==> config.mk <==
export PLATFORM = sky130hd
export DESIGN_NAME = ble_auth
export DESIGN_NICKNAME = d
export VERILOG_FILES = /design/src/rtl/segway_pkg.sv /design/src/rtl/uart_rx.sv /design/src/rtl/ble_auth.sv
export SDC_FILE = /design/constraint.sdc
export NUM_CORES = 1
export LEC_CHECK = 0
export BUFFER_PORTS_ARGS = -buffer_cell sky130_fd_sc_hd__buf_2
export CORE_UTILIZATION = 45
export DETAILED_ROUTE_END_ITERATION = 8
export PLACE_DENSITY_LB_ADDON = 0.1
export SETUP_SLACK_MARGIN = 0.1
export SYNTH_ARGS = -nofsm -noshare
export SYNTH_HDL_FRONTEND = slang
export SYNTH_SLANG_ARGS = --single-unit
==> constraint.sdc <==
create_clock -name clk -period 1.9 [get_ports clk]
set_clock_uncertainty 0.1 [all_clocks]
set_input_delay 0.475 -clock clk [delete_from_list [all_inputs] [get_ports clk]]
set_output_delay 0.475 -clock clk [all_outputs]
set_load 0.01 [all_outputs]
==> src/rtl/segway_pkg.sv <==
// Shared definitions for the Segway BLE authorization path.
//   CMD_GO / CMD_STOP : command bytes sent by the phone app over BLE UART
//   auth_state_t      : authorization FSM states (OFF, PWRD, STOP)
//   rx_state_t        : UART receiver states (IDLE, START, DATA, STOP_BIT)
package segway_pkg;

    localparam logic [7:0] CMD_GO   = 8'h47;  // 'G'
    localparam logic [7:0] CMD_STOP = 8'h53;  // 'S'

    typedef enum logic [1:0] {
        OFF  = 2'd0,
        PWRD = 2'd1,
        STOP = 2'd2
    } auth_state_t;

    typedef enum logic [1:0] {
        IDLE     = 2'd0,
        START    = 2'd1,
        DATA     = 2'd2,
        STOP_BIT = 2'd3
    } rx_state_t;

    // Balance control stays enabled while stopping: the rider must step off
    // before power is actually removed.
    function automatic logic is_powered(input auth_state_t s);
        return (s != OFF);
    endfunction

endpackage

==> src/rtl/uart_rx.sv <==
// 8N1 UART receiver, LSB first, with start-bit glitch rejection.
//   clk, rst_n : system clock, async active-low reset
//   RX         : serial input, idle high, asynchronous to clk
//   rx_data    : received byte, valid while rdy is high
//   rdy        : one-cycle pulse, byte received with a good stop bit
//   frm_err    : one-cycle pulse, stop bit sampled low (byte dropped)
module uart_rx
    import segway_pkg::*;
#(
    parameter int BAUD_CNT = 2604
) (
    input  logic       clk,
    input  logic       rst_n,
    input  logic       RX,
    output logic [7:0] rx_data,
    output logic       rdy,
    output logic       frm_err
);

    localparam int            CW   = $clog2(BAUD_CNT + 1);
    localparam logic [CW-1:0] FULL = CW'(BAUD_CNT - 1);
    localparam logic [CW-1:0] HALF = CW'(BAUD_CNT / 2 - 1);

    logic          rx_ff1, rx_s, rx_s_d;
    rx_state_t     state, nxt;
    logic [CW-1:0] baud_cnt;
    logic [3:0]    bit_cnt;
    logic [8:0]    shreg;
    logic          cnt_clr, sample, rdy_nxt, ferr_nxt;
    logic          rx_fall;

    // Synchronizer and edge-detect flops preset high so reset release on an
    // idle line never looks like a start edge.
    always_ff @(posedge clk or negedge rst_n) begin
        if (!rst_n) begin
            rx_ff1 <= 1'b1;
            rx_s   <= 1'b1;
            rx_s_d <= 1'b1;
        end else begin
            rx_ff1 <= RX;
            rx_s   <= rx_ff1;
            rx_s_d <= rx_s;
        end
    end

    assign rx_fall = rx_s_d & ~rx_s;

    always_ff @(posedge clk or negedge rst_n) begin
        if (!rst_n) state <= IDLE;
        else        state <= nxt;
    end

    always_comb begin
        nxt      = state;
        cnt_clr  = 1'b0;
        sample   = 1'b0;
        rdy_nxt  = 1'b0;
        ferr_nxt = 1'b0;
        case (state)
            IDLE: begin
                if (rx_fall) begin
                    nxt     = START;
                    cnt_clr = 1'b1;
                end
            end
            START: begin
                // Mid start bit: a line already back high was only a glitch.
                if (baud_cnt == HALF) begin
                    cnt_clr = 1'b1;
                    nxt     = rx_s ? IDLE : DATA;
                end
            end
            DATA: begin
                if (baud_cnt == FULL) begin
                    cnt_clr = 1'b1;
                    sample  = 1'b1;
                    if (bit_cnt == 4'd8) begin
                        if (rx_s) begin
                            rdy_nxt = 1'b1;
                            nxt     = IDLE;
                        end else begin
                            ferr_nxt = 1'b1;
                            nxt      = STOP_BIT;
                        end
                    end
                end
            end
            STOP_BIT: begin
                // Hold off after a framing error until the line idles high,
                // otherwise a stuck-low line would retrigger frames.
                if (rx_s) nxt = IDLE;
            end
            default: nxt = IDLE;
        endcase
    end

    always_ff @(posedge clk or negedge rst_n) begin
        if (!rst_n) begin
            baud_cnt <= '0;
            bit_cnt  <= '0;
            shreg    <= '0;
            rx_data  <= '0;
            rdy      <= 1'b0;
            frm_err  <= 1'b0;
        end else begin
            if (cnt_clr || state == IDLE || state == STOP_BIT)
                baud_cnt <= '0;
            else
                baud_cnt <= baud_cnt + 1'b1;

            if (state != DATA) bit_cnt <= '0;
            else if (sample)   bit_cnt <= bit_cnt + 4'd1;

            if (sample) shreg <= {rx_s, shreg[8:1]};

            // On the stop-bit sample the 8 data bits sit in shreg[8:1].
            if (rdy_nxt) rx_data <= shreg[8:1];

            rdy     <= rdy_nxt;
            frm_err <= ferr_nxt;
        end
    end

endmodule

==> src/rtl/ble_auth.sv <==
// BLE authorization for the Segway: enables balance control on 'G', and
// disables it on 'S' once the rider is off the platform.
//   clk, rst_n : system clock, async active-low reset
//   RX         : serial command line from the BLE module
//   rider_off  : load cells report no rider (synchronous to clk)
//   pwr_up     : registered enable for downstream balance control
//   frm_err    : registered one-cycle pulse on a UART framing error
module ble_auth
    import segway_pkg::*;
#(
    parameter int BAUD_CNT = 2604
) (
    input  logic clk,
    input  logic rst_n,
    input  logic RX,
    input  logic rider_off,
    output logic pwr_up,
    output logic frm_err
);

    logic [7:0]  rx_data;
    logic        rdy;
    auth_state_t state, nxt;

    uart_rx #(.BAUD_CNT(BAUD_CNT)) u_rx (
        .clk     (clk),
        .rst_n   (rst_n),
        .RX      (RX),
        .rx_data (rx_data),
        .rdy     (rdy),
        .frm_err (frm_err)
    );

    always_ff @(posedge clk or negedge rst_n) begin
        if (!rst_n) begin
            state  <= OFF;
            pwr_up <= 1'b0;
        end else begin
            state  <= nxt;
            pwr_up <= is_powered(nxt);
        end
    end

    always_comb begin
        nxt = state;
        case (state)
            OFF: begin
                if (rdy && rx_data == CMD_GO) nxt = PWRD;
            end
            PWRD: begin
                if (rdy && rx_data == CMD_STOP) nxt = rider_off ? OFF : STOP;
            end
            STOP: begin
                // A fresh 'G' overrides the rider stepping off in the same cycle.
                if (rdy && rx_data == CMD_GO) nxt = PWRD;
                else if (rider_off)           nxt = OFF;
            end
            default: nxt = OFF;
        endcase
    end

endmodule

# Word level (Yosys, flattened, before mapping)
# Index checks and enable logic that the tools add are counted.
[op_classes]
n_reduce_logical = 9
eq_ne = 16
add_sub_neg = 2
bitwise_logic = 2
mux = 30
[op_table]
columns = ["cell", "n"]
rows = [
  ["2-bit 2-to-1 mux", 12],
  ["8-bit by 7-bit == test with 1-bit output (second input constant)", 2],
  ["12-bit by 1-bit adder with 12-bit output (second input constant)", 1],
  ["12-bit by 11-bit == test with 1-bit output (second input constant)", 1],
  ["12-bit == test (second input constant)", 1],
  ["1-bit 2-to-1 mux", 12],
  ["12-bit 2-to-1 mux", 1],
  ["2-bit by 1-bit != test with 1-bit output (second input constant)", 5],
  ["4-bit 2-to-1 mux", 2],
  ["2-bit one-hot mux with 4 select lines", 1],
  ["2-bit == test (second input constant)", 3],
  ["2-bit one-hot mux with 3 select lines", 1],
  ["5-bit AND reduction", 1],
  ["4-bit by 1-bit adder with 4-bit output (second input constant)", 1],
  ["2-bit by 1-bit == test with 1-bit output (second input constant)", 2],
  ["4-bit == test (second input constant)", 1],
  ["2-bit logical NOT", 2],
  ["2-bit nonzero test", 2],
  ["1-bit one-hot mux with 3 select lines", 1],
  ["1-bit logical AND", 2],
  ["1-bit logical OR", 2],
  ["2-bit != test (second input constant)", 1],
  ["1-bit AND", 1],
  ["1-bit inverter", 1],
]
[totals]
output_inout_bits = 2
register_bits = 43

# Longest topological paths before layout
[depth]
word_depth = 7
mapped_depth = 8
ltp_nobuf = 6

# Cells and area by module
# Synthesis repeated with hierarchy kept, for this count alone.
[unflattened]
cells_unflattened = 167
hier_area_um2 = 1928.1
[modules_own_cells]
columns = ["mod", "seq_area_each_um2", "instances", "cells_per_inst", "area_per_inst_um2"]
rows = [
  ["uart_rx", 979.7, 1, 147, 1720.4],
  ["ble_auth", 75.1, 1, 20, 207.7],
]

# Worst setup path before layout
# Ideal clock, no wire load.
[synth_timing]
path_type = "flip-flop to flip-flop"
start = "reg u_rx.baud_cnt[0]"
end = "reg u_rx.shreg[1]"
setup_slack_ns = 0.050
setup_time_ns = 0.125
arrival_time_ns = 1.625
n_path_buf = 2
period_less_slack_ns = 1.850
stages_incl_launch_ff = 7
cell_sequence = "dfrtp_1 -> ha_1 -> and3_1 -> clkbuf_2 -> nand4b_2 -> buf_2 -> mux2_2"
[synth_between]
elab_chain_len = 3
[synth_lines]
columns = ["element", "line", "rtl"]
rows = [
  ["start, declared", "uart_rx.sv:26", "logic [CW-1:0] baud_cnt;"],
  ["start signal, assigned", "uart_rx.sv:109", "baud_cnt <= baud_cnt + 1'b1;"],
  ["12-bit == test", "uart_rx.sv:74", "if (baud_cnt == FULL) begin"],
  ["1-bit 2-to-1 mux", "uart_rx.sv:74", ""],
  ["1-bit 2-to-1 mux", "uart_rx.sv:59", "case (state)"],
  ["end signal, assigned", "uart_rx.sv:114", "if (sample) shreg <= {rx_s, shreg[8:1]};"],
  ["end, declared", "uart_rx.sv:28", "logic [8:0] shreg;"],
]
# Every way passes these cells.
# A chain may end at the register's enable or synchronous reset.

# Final worst setup path
[layout_timing]
start = "reg u_rx.baud_cnt[7]"
end = "reg u_rx.baud_cnt[8]"
[layout_between]
elab_chain_len = 6
elab_cells_between_ends = 9
classes_between = "add/sub: 1; eq/ne: 2; mux: 4; reduce/logical: 2"
[layout_lines]
columns = ["element", "line", "rtl"]
rows = [
  ["12-bit == test / 12-bit by 11-bit == test with 1-bit output (equally long branches)", "uart_rx.sv:74, uart_rx.sv:68", ""],
  ["1-bit 2-to-1 mux, on equally long branches", "uart_rx.sv:74, uart_rx.sv:68", ""],
  ["1-bit one-hot mux with 3 select lines", "uart_rx.sv:59", ""],
  ["1-bit logical OR (2 in a row)", "uart_rx.sv:106", "if (cnt_clr || state == IDLE || state == STOP_BIT)"],
  ["12-bit 2-to-1 mux (*)", "uart_rx.sv:106", ""],
]
# Every way passes the cells marked *; elsewhere a longest branch is shown, timed or not.

==> metrics.md <==
| Metric | Value |
|---|---|
| Initial drt markers | 83 |
| Max cap viols | 0 |
| Nature of the critical path startpoint | flip-flop |
| Top Ports | 6 |
| Number of synthesized flops with an enable pin | 0 |
| Synth Instances | 156 |
| Syn Std Cell Area | 1920 um2 |
| Vias in the first global route | 1283 |
| Worst Tran Pin Value | 0.480 ns |
| Post-synthesis sequential area ratio | 0.549 |
| TritonCTS clock tree | yes |
| Cts bufs inserted | 5 |
| Total Nets Final | 192 |
| FP Rows | 23 |
| IO buf count | 5 |
| Pleak | 1.08 nW |
| Power after layout | 2.06 mW |
| Gpl congestion | 0.758 |
| Top post-synthesis cells by area | dfrtp_1 (51%), mux2_2 (9.4%), dfstp_2 (4.1%) |
| Crit-path max FO | 6 |
| CTS Hold Bufs | 0 |
| Post-synthesis async set-or-reset flop share | 1.00 |
| Skew-Pair Late Insertion Delay | 0.29 ns |
| WL per Instance | 15.9 um |
| Final worst path period need | 1.82 ns |
| Die Width | 67.3 um |
| Post-DP HPWL | 2410 um |
| Fmax | 548 MHz |
| Via Count | 1318 |
| # DRC | 0 |
| Worst relative slew slack | 0.680 |
| H-tree depth | 2 |
| CP max stage delay | 0.41 ns |
| Most frequent CP cell | buf_4 |
| Layout cells sized above 1 | 0.405 |
| Worst setup EP type | flip-flop |
| Most area-hungry cell type in the Yosys netlist | dfrtp_1 |
| Top cell type's share of synthesized area | 0.508 |
| Synth Net Count | 164 |
| Clock Path Buffers | 2 |
| Peak VDD IR | 0.000633 V |
| Core area | 4060 um2 |
| CTS Root Cell | clkbuf_8 |
| Die area | 4530 um2 |
| DRT antenna net count | 0 |
| DRT Wirelength | 3730 um |
| Final period utilization | 0.960 |
| Final Slew Violations | 0 |
| Antenna cells | 0 |
| Largest net degree at the start of global routing | 23 |
| CP Class | reg -> reg |
| Clk pin slew, worst setup/hold paths | 0.08 ns |
| Die Ht | 67.3 um |
| Tot GR Track Use | 0.185 |
| Yosys Warn Count | 0 |
| Critical path cell sequence | buf_4 > nor4_1 > nand4_1 > a2bb2oi_2 > buf_4 > clkbuf_16 > nor2_4 |
| Area Overhead vs Synth | 25.7% |
| Avg Inst Size Synth | 12.3 um2 |
| DR vias/cell | 5.61 |
| Antenna violations before repair | 0 |
| RSZ-0062 raised after global routing | yes |
| Distinct cells, synth | 37 |
| Placed cell area | 2100 um2 |
| First-pass GRT wire length | 6070 um |
| Gr ovfl total | 0 |
| Fin. Hold Viols | 0 |
| Crit path max-delay cell type | dfrtp_1 |
| CP arrival | 1.91 ns |
| PwrDens | 854 nW/um2 |
| First-pass DRT Iterations | 4 |
| Main synth FF type | dfrtp_1 |
| Setup-failing EPs final | 0 |
| CTS Sinks | 42 |
| Status | completed |
| Setup TNS | 0 ns |
| #FFs+latches synth | 42 |
| Hold WC Path Type | in -> async |
| Data required, critical path | 1.98 ns |
| Final Cell Area | 2410 um2 |
| Initial core utilization | 0.473 |
==> critical path, delay by kind of cell (launching register included) <==
family	cells	cell delay (ns)
compound gates	1	0.20
buf+inv	3	0.48
flops	1	0.41
simple gates	3	0.53
==> stage by stage <==
stage / hold WS (ns) / worst slack, ns / utilization / instances
after floorplan: 0.0794 / 0.107 / - / 156
after global placement: 0.250 / 0.115 / 0.519 / 217
after detailed placement: 0.250 / 0.0334 / 0.519 / 217
after CTS: 0.0503 / 0.0824 / 0.569 / 234
after global routing: 0.0528 / 0.0121 / 0.595 / 235
final: 0.0305 / 0.0757 / 0.595 / 235
==> kinds of logic after synthesis <==
kind of cell               synth area share
xor gates and xnor gates             0.0593
buffers and inverters                0.0208
AOI/OAI and AO/OA                    0.0469
muxes                                0.0938
adders and majority gates            0.0261
DFF                                   0.549
and+or+nand+nor                       0.204
==> power breakdown <==
group          leakage (nW)  total (mW)  switching [mW]  internal [mW]
sequential            0.564        1.03          0.0788          0.954
combinational         0.469       0.439           0.209          0.229
clock                0.0482       0.591           0.298          0.293
==> cell usage in the layout, fill, tap and decap left out, types with 2 or more instances in the layout <==
cell       n
xor2_1     8
nor3b_1    4
and3b_1    2
buf_12     2
inv_1      4
buf_2      5
a21oi_1    3
nand4_1    9
nor4b_4    2
nor3_1     2
nor2_2     2
nand2b_1   3
buf_4     16
mux2_4     2
and3_1     2
nor2_1     5
nor2_4    12
nor2b_1    3
dfrtp_1   38
and3_4     2
xnor2_1    5
nand3_1    3
clkbuf_8   6
nand2_1    4
a21o_1     2
mux2_2    14
dfstp_2    3
ha_1       2
==> state kept, by name, summed over array words and instances (netlist names) <==
register       flops
state              2
u_rx.rx_ff1        1
u_rx.rdy           1
u_rx.rx_s_d        1
u_rx.bit_cnt       4
u_rx.rx_s          1
u_rx.rx_data       8
u_rx.state         2
u_rx.baud_cnt     12
u_rx.frm_err       1
u_rx.shreg         8
pwr_up             1
==> repair_timing <==
| item | in CTS | in global routing |
|---|---|---|
| pin swaps | 5 | 14 |
| endpoints found under the setup margin | 20 | 25 |
| gates cloned | 2 | 0 |
| setup buffers | 7 | 1 |
| gates resized for setup | 4 | 29 |
| endpoints found under the hold margin | 0 | 0 |
==> area by class of cell <==
cell class,instances,area (um2)
clock buffers,7,86.3
clock inverters,1,5.00
fillers,332,1640
inverters,4,15.0
multi-input cells,107,980
flip-flops and latches,42,1060
well taps,50,62.6
repair buffers,24,210
==> worst paths after layout <==
kind | start | to | slack [ns] | depth (start not counted)
min in group clk | RX | u_rx.rx_ff1$_DFF_PN1_ | 0.17 | 1
setup / recovery | u_rx.baud_cnt[7]$_DFF_PN0_ | u_rx.baud_cnt[8]$_DFF_PN0_ | 0.08 | 7
hold reg to reg | u_rx.rx_ff1$_DFF_PN1_ | u_rx.rx_s$_DFF_PN1_ | 0.26 | 0
hold / removal | rst_n | u_rx.bit_cnt[1]$_DFFE_PN0P_ | 0.03 | 1
setup reg to reg | u_rx.baud_cnt[7]$_DFF_PN0_ | u_rx.baud_cnt[8]$_DFF_PN0_ | 0.08 | 7
max in group asynchronous | rst_n | u_rx.shreg[1]$_DFFE_PN0P_ | 1.18 | 2
==> routing by layer <==
| metal | GRT usage | vias to the layer above | share of wire |
|---|---|---|---|
| met1 | 0.241 | 674 | 0.45 |
| met3 | 0.0456 | 7 | 0.034 |
| li1 | - | 612 | - |
| met2 | 0.298 | 25 | 0.50 |
| met4 | 0.0638 | 0 | 0.014 |
| met5 | 0 | - | 0 |
==> synthesized netlist by cell type (2+ instances only) <==
cell      instances
a21o_1            2
a21oi_1           3
and3_1            4
and3b_1           2
buf_4             2
dfrtp_1          39
dfstp_2           3
ha_1              4
inv_1             4
mux2_2           16
nand2_1           4
nand2b_1          3
nand3_1           3
nand4_1           9
nor2_1           17
nor2b_1           3
nor3_1            2
nor3b_1           4
nor4b_4           2
nor4bb_1          2
xnor2_1           5
xor2_1            8
(Power assumes the default switching activity.)
